[src/rtl/id_ex_stage.sv]
// ID/EX pipeline register feeding the ALU: operand forwarding from EX/MEM and MEM/WB,
// load-use bubble insertion, downstream stall and flush handling.
module id_ex_stage (
   input  logic        clk,
   input  logic        rst_n,
   input  logic        id_valid,
   output logic        id_ready,
   input  logic [4:0]  id_rs1_addr,
   input  logic [4:0]  id_rs2_addr,
   input  logic [31:0] id_rs1_data,
   input  logic [31:0] id_rs2_data,
   input  logic [31:0] id_imm,
   input  logic        id_alu_src,
   input  logic [3:0]  id_alu_control,
   input  logic [4:0]  id_rd_addr,
   input  logic        id_reg_write,
   input  logic        id_mem_read,
   input  logic        id_mem_write,
   input  logic        flush,
   input  logic        ex_ready,
   input  logic [4:0]  exm_rd,
   input  logic        exm_reg_write,
   input  logic [31:0] exm_result,
   input  logic [4:0]  mwb_rd,
   input  logic        mwb_reg_write,
   input  logic [31:0] mwb_data,
   output logic        ex_valid,
   output logic [31:0] ex_in1,
   output logic [31:0] ex_in2,
   output logic [3:0]  ex_alu_control,
   output logic [31:0] ex_store_data,
   output logic [4:0]  ex_rd_addr,
   output logic        ex_reg_write,
   output logic        ex_mem_read,
   output logic        ex_mem_write
);

   logic        r_valid;
   logic [4:0]  r_rs1_addr;
   logic [4:0]  r_rs2_addr;
   logic [31:0] r_rs1_data;
   logic [31:0] r_rs2_data;
   logic [31:0] r_imm;
   logic        r_alu_src;
   logic [3:0]  r_alu_control;
   logic [4:0]  r_rd;
   logic        r_reg_write;
   logic        r_mem_read;
   logic        r_mem_write;

   logic [31:0] w_fwd_rs1;
   logic [31:0] w_fwd_rs2;
   logic        w_load_use;
   logic        w_hold;
   logic        w_id_ready;

   // EX/MEM beats MEM/WB; x0 is never forwarded
   always_comb begin
      w_fwd_rs1 = r_rs1_data;
      if (exm_reg_write && (exm_rd != 5'd0) && (exm_rd == r_rs1_addr))
         w_fwd_rs1 = exm_result;
      else if (mwb_reg_write && (mwb_rd != 5'd0) && (mwb_rd == r_rs1_addr))
         w_fwd_rs1 = mwb_data;
   end

   always_comb begin
      w_fwd_rs2 = r_rs2_data;
      if (exm_reg_write && (exm_rd != 5'd0) && (exm_rd == r_rs2_addr))
         w_fwd_rs2 = exm_result;
      else if (mwb_reg_write && (mwb_rd != 5'd0) && (mwb_rd == r_rs2_addr))
         w_fwd_rs2 = mwb_data;
   end

   assign w_load_use = r_valid && r_mem_read && (r_rd != 5'd0) &&
                       ((r_rd == id_rs1_addr) || (r_rd == id_rs2_addr));
   assign w_hold     = r_valid && !ex_ready;
   assign w_id_ready = (!r_valid || ex_ready) && !w_load_use && !flush;

   // During a hold the forwarded operands are captured so they outlive their producers
   always_ff @(posedge clk or negedge rst_n) begin
      if (!rst_n) begin
         r_valid       <= 1'b0;
         r_rs1_addr    <= '0;
         r_rs2_addr    <= '0;
         r_rs1_data    <= '0;
         r_rs2_data    <= '0;
         r_imm         <= '0;
         r_alu_src     <= 1'b0;
         r_alu_control <= '0;
         r_rd          <= '0;
         r_reg_write   <= 1'b0;
         r_mem_read    <= 1'b0;
         r_mem_write   <= 1'b0;
      end else if (flush) begin
         r_valid <= 1'b0;
      end else if (w_hold) begin
         r_rs1_data <= w_fwd_rs1;
         r_rs2_data <= w_fwd_rs2;
      end else if (w_load_use) begin
         r_valid <= 1'b0;
      end else if (id_valid && w_id_ready) begin
         r_valid       <= 1'b1;
         r_rs1_addr    <= id_rs1_addr;
         r_rs2_addr    <= id_rs2_addr;
         r_rs1_data    <= id_rs1_data;
         r_rs2_data    <= id_rs2_data;
         r_imm         <= id_imm;
         r_alu_src     <= id_alu_src;
         r_alu_control <= id_alu_control;
         r_rd          <= id_rd_addr;
         r_reg_write   <= id_reg_write;
         r_mem_read    <= id_mem_read;
         r_mem_write   <= id_mem_write;
      end else begin
         r_valid <= 1'b0;
      end
   end

   assign id_ready       = w_id_ready;
   assign ex_valid       = r_valid;
   assign ex_in1         = w_fwd_rs1;
   assign ex_in2         = r_alu_src ? r_imm : w_fwd_rs2;
   assign ex_store_data  = w_fwd_rs2;
   assign ex_alu_control = r_alu_control;
   assign ex_rd_addr     = r_rd;
   assign ex_reg_write   = r_valid & r_reg_write;
   assign ex_mem_read    = r_valid & r_mem_read;
   assign ex_mem_write   = r_valid & r_mem_write;

endmodule

[config.mk]
export PLATFORM = sky130hd
export DESIGN_NAME = id_ex_stage
export DESIGN_NICKNAME = d
export VERILOG_FILES = /design/src/rtl/id_ex_stage.sv
export SDC_FILE = /design/constraint.sdc
export NUM_CORES = 1
export LEC_CHECK = 0
export CAP_MARGIN = 20
export CORE_MARGIN = 1
export CORE_UTILIZATION = 48
export DETAILED_ROUTE_END_ITERATION = 8
export GPL_ROUTABILITY_DRIVEN = 0
export GPL_TIMING_DRIVEN = 0
export PLACE_DENSITY = 0.87
export SYNTH_ARGS = -nofsm -noshare
export SYNTH_HDL_FRONTEND = slang
export SYNTH_SLANG_ARGS = --single-unit
[constraint.sdc]
create_clock -name clk -period 5.6 [get_ports clk]
set_input_delay 0.56 -clock clk [delete_from_list [all_inputs] [get_ports clk]]
set_output_delay 0.56 -clock clk [all_outputs]
set_load 0.005 [all_outputs]
Yosys cells after proc, flatten, opt, wreduce, memory -nomap -nowiden
Cells that the tools add are included.
{ "totals": {"reg_bits": 120, "input_bits": 200, "wordCells": 66} }
{ "op_classes": {"n_eq_ne": 8, "n_mux": 15, "bitwise": 6, "n_reduce_logical": 25} }
{ "ops": {"columns": ["op", "count"], "rows": [
  ["$mux W32", 11],
  ["$eq A5 B5 Y1", 6],
  ["$reduce_bool A5 Y1", 3],
  ["$logic_and A1 B1 Y1", 13],
  ["$logic_not A1 Y1", 4],
  ["$mux W1", 4],
  ["$reduce_and A4 Y1", 1],
  ["$and A1 B1 Y1", 3],
  ["$not A1 Y1", 3],
  ["$reduce_and A3 Y1", 1],
  ["$logic_or A1 B1 Y1", 2],
  ["$ne A2 B1 Y1 const B", 1],
  ["$ne A2 B2 Y1 const B", 1],
  ["$reduce_bool A2 Y1", 1]
]} }

Logic depth before layout (Yosys ltp)
Gate-level depths: netlist of run 1.
{ "logic_depth": {"depth_word": 11, "mapped_depth": 9} }

Least setup slack after synthesis of run 1
No wires, ideal clock.
{ "synth_path": {"kind": "input-to-output", "start": "in mwb_rd[1]", "end": "out ex_in2[10]", "arrival_time_ps": 2191, "setup_slack_ps": 2849, "path_stages": 9, "path_buffers": 3, "path_cell_list": "or4_4 > o21a_1 > buf_6 > and3_1 > buf_6 > buf_6 > a21oi_2 > o2bb2ai_2 > o21ai_0"} }
{ "synth_between": {"elab_chain_len": 6, "word_cells_on_any_way": 7, "classes_between": "eq/ne: 1; mux: 3; reduce/logical: 3"} }
{ "synth_lines": {"columns": ["element", "line", "rtl"], "rows": [
  ["start, declared", "24", "input logic [4:0] mwb_rd,"],
  ["$reduce_bool A5 Y1", "70", "else if (mwb_reg_write && (mwb_rd != 5'd0) && (mwb_rd == r_rs2_addr))"],
  ["$logic_and A1 B1 Y1", "70", null],
  ["$logic_and A1 B1 Y1 *", "70", null],
  ["$mux W32 *", "70", null],
  ["$mux W32 *", "68", "if (exm_reg_write && (exm_rd != 5'd0) && (exm_rd == r_rs2_addr))"],
  ["$mux W32 *", "122", "assign ex_in2 = r_alu_src ? r_imm : w_fwd_rs2;"],
  ["end, declared", "29", "output logic [31:0] ex_in2,"]
]} }
Mark *: on every way between the ends. The rest lies on a longest branch, timed or not.

Final worst setup path of run 1
{ "layout_path": {"start": "in exm_rd[1]", "end": "out ex_in2[11]"} }
{ "layout_between": {"elab_chain_len": 5, "word_cells_on_any_way": 6, "classes_between": "eq/ne: 1; mux: 2; reduce/logical: 3"} }
{ "layout_lines": {"columns": ["element", "line", "rtl"], "rows": [
  ["start, declared", "21", "input logic [4:0] exm_rd,"],
  ["$reduce_bool A5 Y1", "68", null],
  ["$logic_and A1 B1 Y1", "68", null],
  ["$logic_and A1 B1 Y1 *", "68", null],
  ["$mux W32 *", "68", null],
  ["$mux W32 *", "122", null]
]} }
Marks and branches as above.

==> results of run 1 <==
layer usage:
metal	part of all wire (%)	GRT usage [%]
met4	5.6	20.6
met3	10	9.65
met1	36	40.2
met5	0	0
met2	48	59.4
cells in the final DEF, fill, tap and decap left out, drive strengths merged, types with 2 or more instances in the layout:
| master | synthesis | layout |
|---|---|---|
| a31o | 2 | 2 |
| a21oi | 30 | 30 |
| and3 | 4 | 4 |
| xnor2 | 8 | 8 |
| o21a | 3 | 3 |
| clkinvlp | 0 | 6 |
| nand2 | 164 | 164 |
| buf | 35 | 37 |
| o2bb2ai | 30 | 30 |
| clkdlybuf4s50 | 0 | 308 |
| clkbuf | 50 | 70 |
| mux2 | 55 | 55 |
| nor3 | 4 | 4 |
| o21ai | 66 | 66 |
| xor2 | 22 | 22 |
| nor2 | 10 | 10 |
| dfrtp | 120 | 120 |
| o31ai | 32 | 32 |
| nor4 | 32 | 32 |
| a31oi | 32 | 32 |
| o221ai | 32 | 32 |
| nand4 | 32 | 32 |
| or4 | 3 | 3 |
| bufinv | 0 | 2 |
| nand3 | 4 | 4 |
| and2 | 4 | 4 |
| mux2i | 32 | 32 |
| clkinv | 0 | 2 |
| inv | 34 | 35 |
| nand2b | 2 | 2 |
area by class of cell:
type	instances	area share, %
Buffer	85	3.26
Clock buffer	20	3.84
Clock inverter	11	1.04
Inverter	34	1.07
Multi-Input combinational cell	608	37.0
Sequential cell	120	25.2
Tap cell	216	2.27
Timing Repair Buffer	310	26.2
cells by family (layout without fill, tap and decap cells):
family / count (synthesis) / in the layout / synth area share, %
flops: 120 / 120 / 37.9
simple gates: 262 / 262 / 15.2
buf+inv: 119 / 460 / 6.50
xor+xnor: 30 / 30 / 3.32
mux: 87 / 87 / 11.9
compound gates: 229 / 229 / 25.3
critical path: cells and delay by family:
kind / cells / cell delay (ps)
AOI/OAI and AO/OA: 4 / 800
buffers and inverters: 3 / 1270
and+or+nand+nor: 2 / 800
per-stage QoR:
step	area [um2]	instances	total power, mW
6_report	11900	1404	3.60
5_1_grt	11900	1404	3.75
4_1_cts	11900	1404	3.59
3_5_place_dp	11300	1373	2.49
3_3_place_gp	11300	1372	2.45
2_1_floorplan	7930	847	1.75
how the worst max path moves through the flow:
stage / start / to / slack, ps / depth (start not counted)
global route: exm_rd[2] / ex_in2[11] / 1490 / 9
detailed placement: exm_rd[1] / ex_in2[11] / 1620 / 8
CTS: exm_rd[1] / ex_in2[11] / 1620 / 8
finish: exm_rd[1] / ex_in2[11] / 1610 / 9
global placement: rst_n / r_imm[26] / -790 / 1
floorplan: mwb_rd[1] / ex_in2[10] / 2850 / 9
report_power, final:
part	internal [mW]	leakage, nW	switching [mW]
Combinational	0.723	2.97	0.655
Sequential	1.02	1.45	0.108
Clock	0.674	0.267	0.422
sequential cells by signal, indices dropped and copies added (netlist names):
name and flops:
r_imm 32, r_rs1_data 32, r_rs2_data 32, ex_rd_addr 5, r_rs1_addr 5, r_rs2_addr 5
ex_alu_control 4, ex_valid 1, r_alu_src 1, r_mem_read 1, r_mem_write 1, r_reg_write 1
==> key figures, run 1 <==
Run status
  • Status: finished, final reports clean

Clock network
  • Clk slew on worst S/H paths: 60 ps
  • Clk_lat worst skew: 420 ps
  • Number of gates resized after CTS: 0
  • Root Driver: clkbuf_16
  • Post CTS Setup Buffer Count: 0
  • CTS buffer count: 17
  • Sink Count: 120
  • Total number of H-tree levels: 4
  • Hold_buf cts: 0
  • CTS Buffer Depth: 2
  • CTS tree: done

Floorplanning
  • Core Area: 16000 um2
  • Die X: 130 um
  • DIE HEIGHT: 130 um
  • Starting Density: 49.5%
  • Die ar.: 17000 um2
  • # rows: 46
  • Io pins: 310

Finish
  • Register area: 3000 um2
  • Core Util, Final: 74.4%
  • Diodes inserted: 0
  • Area of the multi-input gates: 4410 um2
  • Layout area overhead: 50.1%
  • Nets: 1376
  • Layout fillers: 1183
  • Layout cell share with drive strength beyond 1: 17.8%

Setup path
  • Arr. time, crit path: 3430 ps
  • Slowest-stage cell, CP: or4_1
  • Data required time of the worst path: 5040 ps
  • Worst Setup End Kind: output pin
  • Max incr delay on CP: 610 ps
  • Cell Chain, Critical Path: clkdlybuf4s50_1, or4_1, o21a_1, and3_1, buf_1, a21oi_2, o2bb2ai_2, o21ai_0, clkdlybuf4s50_1
  • CP Class: primary input to output pin
  • Worst Reg-to-Reg Cells: 7
  • Setup slack, reg-to-reg: 2720 ps
  • Worst R2R End: r_rs2_data[27]
  • Crit start category: primary input
  • Reg2reg start: ex_rd_addr[2]
  • Most used cell, CP: clkdlybuf4s50_1
  • CP Max Fanout: 10

Yosys
  • #FFs+latches synth: 120
  • Synth Warn #: 0
  • Top-area cell type share of the netlist area: 37.9%
  • Seq/Total Area, Yosys: 37.9%
  • Synth top area cells: dfrtp_1 (38%), mux2_2 (7.8%), nand2_1 (7.8%), o221ai_2 (5.5%), o2bb2ai_2 (5.5%)
  • Count leader, synth: nand2_1
  • Post-synth top flop: dfrtp_1
  • Synth cell count leaders: nand2_1 (164), dfrtp_1 (120), mux2_2 (55)
  • Mapped Nets: 1047
  • Post-Syn Area: 7930 um2
  • Yosys cell types: 38
  • Post-synth EDFFs: 0
  • Most area-hungry cell type in the Yosys netlist: dfrtp_1
  • FFs w/ async S/R, synth: 100%
  • Syn avg cell area: 9.36 um2
  • Syn Inst Count: 847

Drt
  • Wire per inst: 21.4 um
  • Vias per std cell: 6.00
  • Antenna Violating Nets Remaining: 0
  • DRT iter0 DRCs: 677
  • DRC: 0
  • Via count: 8430
  • Routed WL: 30100 um
  • DRT Pass-1 Iters: 6

Global routing
  • Total GRT Usage: 35.2%
  • Initial antenna violation count: 0
  • Largest net degree at the start of global routing: 89
  • Vias in the first global route: 8215
  • First-pass GRT wire length: 44300 um
  • Congestion Overflow GR: 0

STA
  • Skew final: 5.92 ps
  • Worst Setup Slack, final: 1610 ps
  • WHS: 28.4 ps
  • RSZ-0062 raised after global routing: false
  • Worst-Margin Slew: 726 ps
  • Hold Violations, Final: 0
  • Fmax: 251 MHz
  • Max-slew violations: 0
  • Fin crit share: 71.2%
  • TNS Setup: 0 ps
  • Finish-stage setup viols: 0
  • Relative slew margins: 51.6%
  • Min Tclk post-route: 3990 ps

Pwr
  • Worst vdd ir: 0.229 mV
  • Lkg Pwr: 4.69 nW
  • PD cells: 302 nW/um2

Worst hold path
  • Worst hold path class: primary input to asynchronous set/reset pin

Placed design
  • # port buffers: 309
  • Post-Place Setup Slack: 1620 ps
  • Final HPWL DP: 23400 um

Flow run
  • Max-cap violation count: 0
(Power assumes the default switching activity.)
==> run 2: changes to the inputs <==
CORE_UTILIZATION = 40   (was 48)
PLACE_DENSITY = 0.77   (was 0.87)
clock period = 3.66 ns   (was 5.6 ns; I/O delays follow)
==> run 2 against run 1 <==
Effect of this change: non-clock buffer count grew 1; combinational power is 51% higher; cell count increased by 3.6%; count of clock-buffer cells in the layout is 1 lower; sequential cell count stayed put; global-route usage fell by 6.1 points; utilization decreased by 13 points; register-to-register slack worse by 2200 ps; die area is 20% higher; worst hold slack better by 370 ps; clock skew rose by 2.3 ps; critical endpoint is now ex_in1[15].
==> key figures, run 2 (synthesized netlist as in run 1, its figures left out) <==
Finish
  • Biggest regs: r_imm x32, r_rs1_data x32, r_rs2_data x32
  • Commonest non-fill, non-tap cells in the layout: clkdlybuf4s50_1 (308), nand2_1 (164), dfrtp_1 (120)
  • Layout area overhead: 51.3%
  • Diodes inserted: 0
  • Commonest non-fill, non-tap cell in the layout: clkdlybuf4s50_1
  • Nets: 1377
  • Layout cell share with drive strength beyond 1: 17.9%

STA
  • Fmax: 282 MHz
  • Max-slew violations: 0
  • Fin crit share: 96.7%
  • Skew final: 8.24 ps
  • Relative slew margins: 35.4%
  • Hold Violations, Final: 0
  • RSZ-0062 raised after global routing: false
  • Min Tclk post-route: 3540 ps
  • Finish-stage setup viols: 0
  • TNS Setup: 0 ps
  • Worst-Margin Slew: 958 ps
  • Worst Setup Slack, final: 120 ps

Drt
  • DRC: 0
  • Antenna Violating Nets Remaining: 0
  • DRT Pass-1 Iters: 5
  • Vias per std cell: 5.57
  • Via count: 8098
  • Wire per inst: 20.2 um
  • Routed WL: 29400 um
  • DRT iter0 DRCs: 646

Pwr
  • Lkg Pwr: 4.72 nW
  • Total power: 5.50 mW
  • Worst vdd ir: 0.364 mV
  • PD cells: 458 nW/um2

Global routing
  • Vias in the first global route: 8055
  • Initial antenna violation count: 1
  • Gr busiest metal: met2
  • Largest net degree at the start of global routing: 90
  • Met3 usage: 7.85%
  • First-pass GRT wire length: 44200 um
  • Met2 usage: 50.8%
  • Congestion Overflow GR: 0
  • Total GRT Usage: 29.1%
  • GR met1 Demand/Resource: 34.1%

Setup path
  • Setup slack, reg-to-reg: 570 ps
  • Worst R2R End: r_rs2_data[6]
  • Critical Path End: ex_in1[15]
  • Worst Setup End Kind: output pin
  • Worst Reg-to-Reg Cells: 7
  • CP Max Fanout: 10
  • Worst Setup SP: exm_rd[1]
  • Crit start category: primary input
  • Arr. time, crit path: 3170 ps
  • Reg2reg start: ex_rd_addr[2]
  • Data required time of the worst path: 3290 ps
  • CP Class: primary input to output pin

Floorplanning
  • DIE HEIGHT: 143 um
  • Core Area: 19500 um2
  • Die X: 143 um
  • Io pins: 310
  • Starting Density: 40.7%
  • Die ar.: 20400 um2
  • # rows: 51

Clock network
  • Root Driver: clkbuf_16
  • Total number of H-tree levels: 4
  • CTS Buffer Depth: 2
  • Post CTS Setup Buffer Count: 0
  • CTS buffer count: 17
  • Clk slew on worst S/H paths: 60 ps
  • CTS tree: done
  • Clk_lat worst skew: 420 ps
  • Sink Count: 120

Run status
  • Status: finished, final reports clean

Worst hold path
  • Worst hold path class: primary input to asynchronous set/reset pin

Placed design
  • Post-Place Setup Slack: 96.1 ps
  • # port buffers: 309
  • Final HPWL DP: 23800 um

Flow run
  • Max-cap violation count: 0
[run 2: critical path: stages]
cell	delay, ps
clkdlybuf4s50_1	470
or4_1	600
o211ai_2	400
or3_1	170
clkbuf_1	230
buf_2	280
a31oi_1	180
clkdlybuf4s50_1	480
[run 2: routing by layer]
metal / share of wire, % / vias up / wire (um)
li1: - / 3757 / -
met1: 38 / 3855 / 11300
met2: 49 / 413 / 14500
met3: 9.4 / 71 / 2770
met4: 2.7 / 2 / 798
met5: 0.044 / - / 13
[run 2: area by class of cell]
cell class	count	area (um2)
Buffer	85	397
Clock buffer	19	433
Clock inverter	13	154
Fill cell	1684	7470
Inverter	34	128
Multi-Input combinational cell	608	4410
Sequential cell	120	3000
Tap cell	265	332
Timing Repair Buffer	311	3130
[run 2: per-stage QoR]
stage / hold WS [ps] / utilization, % / area (um2) / std cells
4_1_cts: 405 / 61.5 / 12000 / 1455
3_3_place_gp: 465 / 58.3 / 11300 / 1421
3_5_place_dp: 270 / 58.5 / 11400 / 1422
5_1_grt: 420 / 61.6 / 12000 / 1455
2_1_floorplan: 70.4 / - / 7930 / 847
6_report: 402 / 61.6 / 12000 / 1455
[run 2: what timing repair did]
action / CTS / global route
resized for setup: 0 / 5
endpoints found under the hold margin: 31 / 0
hold buffers: 1 / 0
setup endpoints to repair: 0 / 13
[run 2: where the power goes]
part           total, mW  switching [mW]  leakage, nW  internal [mW]
Sequential          1.71           0.155         1.45           1.55
Combinational       2.09           0.978         2.99           1.11
Clock               1.70           0.637        0.279           1.06
Total               5.50            1.77         4.72           3.73
[run 2: how the worst min path moves through the flow]
| stage | start | to |
|---|---|---|
| 2_1_floorplan | rst_n | ex_alu_control[0] |
| 3_3_place_gp | r_rs1_data[29] | r_rs1_data[29] |
| 3_5_place_dp | rst_n | r_rs1_data[24] |
| 4_1_cts | rst_n | r_rs1_data[27] |
| 5_1_grt | rst_n | r_rs1_data[24] |
| 6_report | rst_n | r_rs1_data[23] |
==> run 3: changes to the inputs <==
==> constraint.sdc (replaced) <==
create_clock -name clk -period 3.66 [get_ports clk]
set_input_delay 0.915 -clock clk [delete_from_list [all_inputs] [get_ports clk]]
set_output_delay 0.915 -clock clk [all_outputs]
set_load 0.005 [all_outputs]
==> run 3 against run 2 <==
Effect of this change: the run now ends with negative setup slack left; final area up 13%; sequential power about the same; sequential cell count stayed put; die area unchanged; setup slack lost 280 ps; count of clock-buffer cells in the layout is the same; maximum frequency shrank 7.3%; clock power is essentially flat; clock skew down 1.4 ps; wire length rose by 20%; global-route usage grew 4.3 points; largest power group unchanged.
==> key figures, run 3 (synthesized netlist as in run 1, its figures left out) <==
Run status
  • Status: complete, but fails checks
  • Failing checks: negative setup slack

Setup path
  • Arr. time, crit path: 2910 ps
  • Data required time of the worst path: 2740 ps
  • CP Max Fanout: 8
  • Worst Setup End Kind: output pin
  • Delay-heaviest family, CP: simple AND/OR/NAND/NOR gates
  • Crit start category: primary input
  • CP Class: primary input to output pin
  • Max incr delay on CP: 530 ps
  • Crit path buf inv count: 4
  • Slowest-stage cell, CP: or4_4
  • Cell Chain, Critical Path: buf_8, or4_4, o21a_4, and3_4, buf_16, a21oi_4, o2bb2ai_4, buf_6, o21ai_2, buf_2

Drt
  • DRC: 0
  • Antenna Violating Nets Remaining: 0
  • DRT iter0 DRCs: 838
  • Vias per std cell: 5.95
  • DRT Pass-1 Iters: 6
  • Wire per inst: 23.1 um
  • Routed WL: 35300 um
  • Via count: 9104

STA
  • Fin crit share: 104%
  • Min Tclk post-route: 3820 ps
  • RSZ-0062 raised after global routing: true
  • TNS Setup: -1880 ps
  • Fmax: 262 MHz
  • WHS: 375 ps
  • Worst-Margin Slew: 1070 ps
  • Worst Setup Slack, final: -161 ps
  • Relative slew margins: 27.9%
  • Skew final: 6.88 ps
  • Max-slew violations: 0
  • Hold Violations, Final: 0
  • Finish-stage setup viols: 45

Placed design
  • Final HPWL DP: 23800 um
  • # port buffers: 309
  • Post-Place Setup Slack: -1000 ps

Floorplanning
  • DIE HEIGHT: 143 um
  • # rows: 51
  • Starting Density: 40.7%
  • Die ar.: 20400 um2
  • Die X: 143 um
  • Io pins: 310
  • Core Area: 19500 um2

Finish
  • Layout area overhead: 71.6%
  • Layout cell share with drive strength beyond 1: 37.9%
  • Commonest non-fill, non-tap cells in the layout: clkdlybuf4s50_1 (201), nand2_1 (162), dfrtp_1 (120)
  • Commonest non-fill, non-tap cell in the layout: clkdlybuf4s50_1
  • Nets: 1450
  • Biggest regs: r_imm x32, r_rs1_data x32, r_rs2_data x32

Global routing
  • GR met1 Demand/Resource: 37.2%
  • Met3 usage: 9.73%
  • Gr busiest metal: met2
  • Met2 usage: 56.4%
  • First-pass GRT wire length: 50700 um
  • Initial antenna violation count: 2
  • Congestion Overflow GR: 0
  • Largest net degree at the start of global routing: 90
  • Total GRT Usage: 33.4%
  • Vias in the first global route: 9061

Clock network
  • Clk slew on worst S/H paths: 60 ps
  • CTS buffer count: 17
  • Root Driver: clkbuf_16
  • Clk_lat worst skew: 420 ps
  • Total number of H-tree levels: 4
  • CTS Buffer Depth: 2
  • Sink Count: 120
  • Hold_buf cts: 0
  • CTS tree: done

Flow run
  • Max-cap violation count: 0

Pwr
  • Lkg Pwr: 5.61 nW
  • PD cells: 438 nW/um2
  • Worst vdd ir: 0.373 mV

Worst hold path
  • Worst hold path class: primary input to asynchronous set/reset pin
-- run 3: cell count changes in the layout (fill, tap and decap cells not counted), moves of 24 or more --
| cell | before | now |
|---|---|---|
| a21oi_4 | 0 | 30 |
| buf_4 | 0 | 61 |
| a21oi_2 | 30 | 0 |
| clkdlybuf4s50_1 | 308 | 201 |
| o2bb2ai_4 | 0 | 30 |
| buf_2 | 22 | 85 |
| clkbuf_2 | 1 | 25 |
| a31oi_1 | 32 | 6 |
| o2bb2ai_2 | 29 | 0 |
-- run 3: worst reg2reg max path: stages, from the launching register on --
cell	delay, ps
dfrtp_1	450
xor2_1	200
nor3_2	200
a22oi_2	110
o21ai_0	850
buf_2	430
clkbuf_1	600
o221ai_2	220
-- run 3: layer usage --
| metal | part of all wire (%) | wire length [um] |
|---|---|---|
| met5 | 0.031 | 11 |
| met4 | 6.1 | 2170 |
| met3 | 10 | 3530 |
| met2 | 48 | 17000 |
| met1 | 36 | 12600 |
-- run 3: final timing paths --
| check | startpoint | to | slack, ps | cells after the start |
|---|---|---|---|---|
| min in group clk | r_rs1_data[7] | r_rs1_data[7] | 490 | 2 |
| worst min-delay path | rst_n | r_rs1_data[23] | 380 | 1 |
| worst max register to register | ex_rd_addr[2] | r_rs2_data[24] | 430 | 7 |
| max in group asynchronous | rst_n | r_rs2_data[0] | 2470 | 2 |
| worst max-delay path | mwb_rd[1] | ex_in2[14] | -160 | 10 |
| worst min register to register | r_rs1_data[7] | r_rs1_data[7] | 490 | 2 |
-- run 3: metrics by stage --
stage | power [mW] | std cells | cell area, um2 | util, %
after floorplan | 2.68 | 847 | 7930 | -
after global placement | 3.76 | 1421 | 11300 | 58.3
after detailed placement | 3.81 | 1422 | 11400 | 58.5
after CTS | 5.73 | 1502 | 13200 | 67.9
after global routing | 6.19 | 1528 | 13600 | 69.9
final | 5.96 | 1529 | 13600 | 69.9
-- run 3: what timing repair did --
item / in CTS / in global routing
buffers inserted: 44 / 25
pin swaps: 72 / 43
cloned: 7 / 4
setup endpoints to repair: 96 / 117
gates resized for setup: 553 / 94
-- run 3: area by class of cell --
class,count,area [um2]
Antenna cell,1,2.50
Buffer,80,563
Clock buffer,19,433
Clock inverter,13,154
Fill cell,1345,5860
Inverter,34,128
Multi-Input combinational cell,608,5450
Sequential cell,120,3000
Tap cell,265,332
Timing Repair Buffer,389,3540
-- run 3: power breakdown --
| part | internal [mW] | switching, mW |
|---|---|---|
| Sequential | 1.55 | 0.174 |
| Clock | 1.06 | 0.654 |
| Combinational | 1.29 | 1.22 |
| Total | 3.90 | 2.05 |
